## src/rtl/acc_pkg.sv

```systemverilog
// Shared opcode/state types and opcode classification for the accumulator slice.
// ACC_ROTATE_EN enables opcode 7 (ROL); otherwise it behaves as a NOP.
package acc_pkg;

  localparam int ACC_W = 8;

  typedef enum logic [2:0] {
    OP_NOP  = 3'd0,
    OP_LOAD = 3'd1,
    OP_CLR  = 3'd2,
    OP_INC  = 3'd3,
    OP_DEC  = 3'd4,
    OP_SHL  = 3'd5,
    OP_SHR  = 3'd6,
    OP_ROL  = 3'd7
  } op_e;

  typedef enum logic [0:0] {
    ST_IDLE  = 1'b0,
    ST_SHIFT = 1'b1
  } state_e;

  // Ops that walk one bit per clock and may take several cycles.
  function automatic logic is_shift_op(input op_e o);
`ifdef ACC_ROTATE_EN
    return (o == OP_SHL) || (o == OP_SHR) || (o == OP_ROL);
`else
    return (o == OP_SHL) || (o == OP_SHR);
`endif
  endfunction

  function automatic logic is_single_op(input op_e o);
    return (o == OP_LOAD) || (o == OP_CLR) || (o == OP_INC) || (o == OP_DEC);
  endfunction

endpackage

```

## src/rtl/acc_step.sv

```systemverilog
// Combinational single-step next accumulator value and carry for one opcode.
// Shift/rotate ops move exactly one bit position; ROL exists only with ACC_ROTATE_EN.
module acc_step
  import acc_pkg::*;
#(
  parameter int WIDTH = ACC_W
) (
  input  op_e              op_i,
  input  logic [WIDTH-1:0] acc_i,
  input  logic             carry_i,
  input  logic [WIDTH-1:0] load_i,
  output logic [WIDTH-1:0] acc_o,
  output logic             carry_o
);

  always_comb begin
    acc_o   = acc_i;
    carry_o = carry_i;
    case (op_i)
      OP_LOAD: begin
        acc_o   = load_i;
        carry_o = 1'b0;
      end
      OP_CLR: begin
        acc_o   = '0;
        carry_o = 1'b0;
      end
      OP_INC: begin
        acc_o   = acc_i + WIDTH'(1);
        carry_o = (acc_i == '1);
      end
      OP_DEC: begin
        acc_o   = acc_i - WIDTH'(1);
        carry_o = (acc_i == '0);
      end
      OP_SHL: begin
        acc_o   = {acc_i[WIDTH-2:0], 1'b0};
        carry_o = acc_i[WIDTH-1];
      end
      OP_SHR: begin
        acc_o   = {1'b0, acc_i[WIDTH-1:1]};
        carry_o = acc_i[0];
      end
`ifdef ACC_ROTATE_EN
      OP_ROL: begin
        acc_o   = {acc_i[WIDTH-2:0], acc_i[WIDTH-1]};
        carry_o = acc_i[WIDTH-1];
      end
`endif
      default: begin
        acc_o   = acc_i;
        carry_o = carry_i;
      end
    endcase
  end

endmodule

```

## src/rtl/acc_shift_unit.sv

```systemverilog
// Accumulator with load/clear/inc/dec and multi-cycle shift (one bit per clock).
// Define ACC_ROTATE_EN to enable opcode 7 (ROL); otherwise opcode 7 is a silent NOP.
module acc_shift_unit
  import acc_pkg::*;
#(
  parameter int WIDTH   = ACC_W,
  parameter int SHAMT_W = 3
) (
  input  logic               clk,
  input  logic               reset,
  input  logic               op_valid,
  input  logic [2:0]         op,
  input  logic [WIDTH-1:0]   acc_in,
  input  logic [SHAMT_W-1:0] shamt,
  output logic               op_ready,
  output logic               busy,
  output logic               done,
  output logic [WIDTH-1:0]   acc_out,
  output logic               carry,
  output logic               zero
);

  state_e             state_q;
  op_e                op_q;
  logic [SHAMT_W-1:0] cnt_q;
  logic [WIDTH-1:0]   acc_q;
  logic               carry_q;
  logic               zero_q;
  logic               done_q;

  op_e                op_in;
  op_e                step_op;
  logic [WIDTH-1:0]   acc_d;
  logic               carry_d;

  assign op_in = op_e'(op);

  // While shifting, the engine replays the latched op; otherwise it previews the incoming op.
  always_comb begin
    step_op = op_in;
    if (state_q == ST_SHIFT) begin
      step_op = op_q;
    end
  end

  acc_step #(
    .WIDTH(WIDTH)
  ) u_step (
    .op_i   (step_op),
    .acc_i  (acc_q),
    .carry_i(carry_q),
    .load_i (acc_in),
    .acc_o  (acc_d),
    .carry_o(carry_d)
  );

  always_ff @(posedge clk or posedge reset) begin
    if (reset) begin
      state_q <= ST_IDLE;
      op_q    <= OP_NOP;
      cnt_q   <= '0;
      acc_q   <= '0;
      carry_q <= 1'b0;
      zero_q  <= 1'b1;
      done_q  <= 1'b0;
    end else begin
      done_q <= 1'b0;
      case (state_q)
        ST_IDLE: begin
          if (op_valid) begin
            if (is_shift_op(op_in)) begin
              if (shamt == '0) begin
                done_q <= 1'b1;
              end else begin
                acc_q   <= acc_d;
                carry_q <= carry_d;
                zero_q  <= (acc_d == '0);
                if (shamt > SHAMT_W'(1)) begin
                  state_q <= ST_SHIFT;
                  op_q    <= op_in;
                  cnt_q   <= shamt - SHAMT_W'(1);
                end else begin
                  done_q <= 1'b1;
                end
              end
            end else if (is_single_op(op_in)) begin
              acc_q   <= acc_d;
              carry_q <= carry_d;
              zero_q  <= (acc_d == '0);
              done_q  <= 1'b1;
            end
          end
        end
        ST_SHIFT: begin
          acc_q   <= acc_d;
          carry_q <= carry_d;
          zero_q  <= (acc_d == '0);
          cnt_q   <= cnt_q - SHAMT_W'(1);
          if (cnt_q == SHAMT_W'(1)) begin
            state_q <= ST_IDLE;
            done_q  <= 1'b1;
          end
        end
        default: state_q <= ST_IDLE;
      endcase
    end
  end

  assign busy     = (state_q == ST_SHIFT);
  assign op_ready = ~busy;
  assign done     = done_q;
  assign acc_out  = acc_q;
  assign carry    = carry_q;
  assign zero     = zero_q;

endmodule

```

## config.mk

```make
export PLATFORM = sky130hd
export DESIGN_NAME = acc_shift_unit
export DESIGN_NICKNAME = d
export VERILOG_FILES = /design/src/rtl/acc_pkg.sv /design/src/rtl/acc_step.sv /design/src/rtl/acc_shift_unit.sv
export SDC_FILE = /design/constraint.sdc
export NUM_CORES = 1
export LEC_CHECK = 0
export CORE_ASPECT_RATIO = 1.75
export CORE_MARGIN = 1.5
export CORE_UTILIZATION = 55
export CTS_CLUSTER_SIZE = 40
export DETAILED_ROUTE_END_ITERATION = 7
export DONT_BUFFER_PORTS = 1
export GPL_TIMING_DRIVEN = 0
export PLACE_DENSITY = 0.82
export SLEW_MARGIN = 20
export SYNTH_ARGS = -nofsm -noshare
export SYNTH_HDL_FRONTEND = slang
export SYNTH_SLANG_ARGS = --single-unit
```

## constraint.sdc

```tcl
create_clock -name clk -period 9 [get_ports clk]
set_input_delay 1.35 -clock clk [delete_from_list [all_inputs] [get_ports clk]]
set_output_delay 1.35 -clock clk [all_outputs]
set_load 0.1 [all_outputs]
```

==> results of run 1 <==
flip-flops by register name (all words and copies together) (netlist names):
register	count
acc_out	8
busy	1
carry	1
cnt_q	3
done	1
op_q	3
zero	1
kinds of logic (layout without fill, tap and decap cells):
kind of cell	Yosys count	count (layout)	synth area share [%]
buffers and inverters	16	20	4.78
xor gates and xnor gates	7	7	3.60
AOI/OAI and AO/OA	69	69	26.8
adders and majority gates	14	14	10.4
DFF	18	18	26.5
muxes	12	12	8.82
and+or+nand+nor	65	65	19.0
worst max-delay path, delay by kind of cell, from the launching register on:
kind,cells,cell delay [ps]
simple gates,3,970
flops,1,950
compound gates,4,870
buf+inv,2,520
mux,1,510
fa+ha+maj,1,330
xor+xnor,1,210
layer usage:
layer	global-route usage [%]	routed length, um	vias to the layer above
met3	4.03	310	22
met2	49.7	2510	92
li1	-	-	762
met4	16.8	195	0
met1	27.5	1590	783
met5	0	0	-
placed cells by master (no fill, tap or decap), drive strengths merged, types with 3 or more instances in the layout:
cell type   n
xor2        5
mux2        6
nor2       18
nand2      20
or2         3
o31ai       6
clkbuf      7
inv         8
mux2i       6
or4         3
o21ai      15
dfrtp      17
a21o        4
nand3       3
nor2b       3
ha         11
a21oi      19
o211ai      3
buf         5
a22oi       4
nand4       3
through the flow:
step | worst slack [ps] | hold WS (ps) | std cells | utilization (%) | cell area (um2)
CTS | 4630 | 539 | 233 | 61.2 | 1790
floorplan | 4910 | 480 | 201 | - | 1700
global placement | 4510 | 500 | 229 | 59.3 | 1740
global route | 4420 | 550 | 233 | 61.2 | 1790
detailed placement | 4430 | 514 | 229 | 59.3 | 1740
finish | 4570 | 537 | 233 | 61.2 | 1790
path summary, 6_finish.rpt:
path	start	slack, ps	end	cells past startpoint
worst max register to register	busy	4570	zero	12
max in group asynchronous	reset	7460	acc_out[0]	1
min in group asynchronous	reset	1070	busy	1
worst max-delay path	busy	4570	zero	12
worst min-delay path	op_q[2]	540	op_q[2]	1
worst min register to register	op_q[2]	540	op_q[2]	1
cell type report:
class,instances,share of cell area (%)
Inverter,8,1.67
Tap cell,28,1.95
Sequential cell,18,25.3
Buffer,8,2.86
Multi-Input combinational cell,167,65.2
Clock buffer,4,3.07
==> impl_metrics.ini, run 1 <==
[grt]
grt_antenna_before_repair = 0
overflow = 0
grt.total_usage_pct = 27.7
grt_first_pass_wirelength_mm = 7.29
grt_max_degree = 19
grt_pass1_vias = 1640

[clocking]
cts_made_buffers = 3
root_buffer = clkbuf_8
cts.clk_slew.worst_paths_ps = 70
clkLatencyLatePin_ps = 260
post_cts_buffers = 0
ctsHoldBuffers = 0
cts_tree = built
htree_levels = 1
clk_path_buf_depth = 2
ctsResizeCount = 0
numClockSinks = 18

[placement]
dpl.hpwl_mm = 3.64
io_buffer_count = 0
gp_congestion = 0.921

[logic_synthesis]
synth-edff-count = 0
synth_area_leaders = dfrtp_1 25%, ha_1 8.1%, a21oi_1 5.3%, nand2_1 4.4%, nor2_1 4.0%
ys_seq_elements = 18
synth_fp_nets = 230
synth.most_common_cell = nand2_1
synth_area_per_cell_um2 = 8.47
synthFlopType = dfrtp_1
synth_area_leader_cell = dfrtp_1
synth_cells = 201
async_flop_share_pct = 100
synth_top_area_share_pct = 25.0
ys_types = 56
ys_seq_area_share_pct = 26.5
mappedNetlistArea_um2 = 1700
ys_top_cells_by_count = 20 x nand2_1, 18 x a21oi_1, 18 x nor2_1
yosys_warnings = 0

[sta]
relSlewSlack_pct = 24.4
finalMaxSlewViolations = 0
worst_pin_slew_ps = 1130
final-setup-viol-count = 0
finalClockSkew_ps = 5.39
fin_setup_tns_ps = 0
max_freq_ghz = 0.225
finalCritPeriodShare_pct = 49.3
min_period_ps = 4430
rsz0062_at_grt = false
timing_hold_violations_final = 0

[hold_path]
hold_path.class = reg2reg

[floorplanning]
die_h_um = 76.6
num_rows = 26
die-width_um = 45.0
start_util_pct = 58.1
dieArea_um2 = 3450
coreArea_um2 = 2930
ios = 30

[drt]
drt-total-wl_mm = 4.60
drt_iter0_markers = 79
final_antenna_net_count = 0
vias = 1659
drt_pre_antenna_iters = 4
via_per_inst = 7.12
wl_per_cell_um = 19.8
drc = 0

[flow_run]
maxCapViolations = 0

[final_layout]
areaGrowthSynthToFinish_pct = 5.37
multi_input_area_um2 = 1170
fill_cells = 275
drive_gt1_share_pct = 12.7
antenna_cells = 0
regArea_um2 = 453
nets = 235

[setup_path]
path_cells = buf_6 > mux2i_2 > nand3_2 > inv_1 > ha_1 > a21o_1 > a221oi_1 > xor2_1 > o221ai_1 > and2_0 > or4_1 > o21ai_1
slowest_stage = dfrtp_1
critPathCaptureType = flip-flop
path_class = reg2reg
cp.arrival_ps = 4630
setup.worst_path.start_class = flip-flop
required_ps = 9190
cp_slowest_stage_delay_ps = 950
worst-path-max-fanout = 8

[status]
outcome = finished clean
Power of run 1 is left out: the tool's default activity adds up to more than one toggle a clock period on the data nets, which glitch-free logic cannot reach.
==> inputs of run 2 (changes only) <==
clock period = 4.5 ns   (was 9 ns; I/O delays follow)
==> impl_metrics.ini, run 2 (synthesis results as in run 1) <==
[status]
outcome = finished clean

[final_layout]
drive_gt1_share_pct = 13.2
largest_reg_flops = 8
final_cell_mix = 20 x nand2_1, 18 x a21oi_1, 18 x nor2_1, 15 x dfrtp_1
final_common_cell = nand2_1
areaGrowthSynthToFinish_pct = 5.44
nets = 235
antenna_cells = 0

[grt]
overflow = 0
grtUsageMet2_pct = 49.7
grt_first_pass_wirelength_mm = 7.29
top_usage_layer = met2
grt_use_met1_pct = 27.5
grt_pass1_vias = 1640
grt_max_degree = 19
grt.total_usage_pct = 27.7
grt_util_met3_pct = 4.03
grt_antenna_before_repair = 0

[flow_run]
maxCapViolations = 0

[sta]
fin_setup_tns_ps = 0
min_period_ps = 4150
worst_pin_slew_ps = 1130
timing_hold_violations_final = 0
finalCritPeriodShare_pct = 92.2
rsz0062_at_grt = false
max_freq_ghz = 0.241
final-setup-viol-count = 0
finalClockSkew_ps = 5.38
finalMaxSlewViolations = 0
relSlewSlack_pct = 24.4

[clocking]
clkLatencyLatePin_ps = 260
numClockSinks = 18
cts_made_buffers = 3
root_buffer = clkbuf_8
clk_path_buf_depth = 2
cts.clk_slew.worst_paths_ps = 70
htree_levels = 1
cts_tree = built

[setup_path]
path_cells = buf_6 > mux2i_2 > nand3_2 > inv_1 > ha_1 > a21o_1 > a221oi_1 > xor2_1 > o221ai_1 > and2_0 > or4_1 > o21ai_1
slowest_stage = dfrtp_2
critPathCaptureType = flip-flop
setup.worst_path.start_class = flip-flop
r2r_start = busy
cp.arrival_ps = 4340
worst-path-max-fanout = 8
cp_slowest_stage_delay_ps = 690
r2r_slack_ps = 350
crit_buf_inv = 2
r2r_cells = 12
reg2reg_to = zero
path_class = reg2reg
critPathCapture = zero
path_depth = 12
cp_top_family = simple AND/OR/NAND/NOR gates
required_ps = 4690
cp-startpoint = busy

[drt]
drt_iter0_markers = 79
drc = 0
final_antenna_net_count = 0
wl_per_cell_um = 19.8
via_per_inst = 7.12
vias = 1659
drt_pre_antenna_iters = 4
drt-total-wl_mm = 4.60

[floorplanning]
ios = 30
die_h_um = 76.6
start_util_pct = 58.1
coreArea_um2 = 2930
num_rows = 26
dieArea_um2 = 3450
die-width_um = 45.0

[hold_path]
hold_path.class = in2async

[placement]
gp_congestion = 0.921
dpl.hpwl_mm = 3.64
io_buffer_count = 0
[run 2: changes by cell type in the layout (fill, tap and decap cells not counted)]
cell,delta
dfrtp_2,+1
dfrtp_1,-1
[run 2: metrics by stage]
step / utilization, % / setup slack [ps] / area (um2) / instances / hold slack [ps]
floorplan: - / 677 / 1700 / 201 / 480
global placement: 59.3 / 263 / 1740 / 229 / 500
detailed placement: 59.3 / 192 / 1740 / 229 / 514
CTS: 61.2 / 135 / 1790 / 233 / 415
global route: 61.3 / 205 / 1790 / 233 / 463
finish: 61.3 / 351 / 1790 / 233 / 396
[run 2: layer usage]
layer,wire length [um],part of all wire (%)
met1,1590,34
met2,2510,55
met3,310,6.7
met4,195,4.2
met5,0,0
[run 2: worst register-to-register path, stage by stage, from the launching register on]
cell and delay, ps:
dfrtp_2 690, buf_6 230, mux2i_2 510, nand3_2 240, inv_1 270, ha_1 330
a21o_1 240, a221oi_1 330, xor2_1 210, o221ai_1 150, and2_0 200, or4_1 540
o21ai_1 150
[run 2: how the worst min path moves through the flow]
stage | slack, ps | startpoint | endpoint | cells after the start
final | 400 | reset | acc_out[6] | 1
after global placement | 500 | cnt_q[2] | done | 1
after global routing | 460 | reset | acc_out[6] | 1
after CTS | 420 | reset | busy | 1
after detailed placement | 510 | cnt_q[2] | done | 1
after floorplan | 480 | cnt_q[2] | done | 1
[run 2: cell type report]
| class | instances | area [um2] |
|---|---|---|
| buffer | 8 | 51.3 |
| fill | 275 | 1130 |
| multi-input combinational | 167 | 1170 |
| tap | 28 | 35.0 |
| clock buffer | 4 | 55.1 |
| inverter | 8 | 30.0 |
| sequential | 18 | 454 |
[run 2: timing repair]
action / CTS / global route
gates resized for setup: 0 / 1
endpoints found under the setup margin: 0 / 1
hold buffers: 0 / 0
buffers inserted: 0 / 0
Power of run 2 is left out for the same reason.
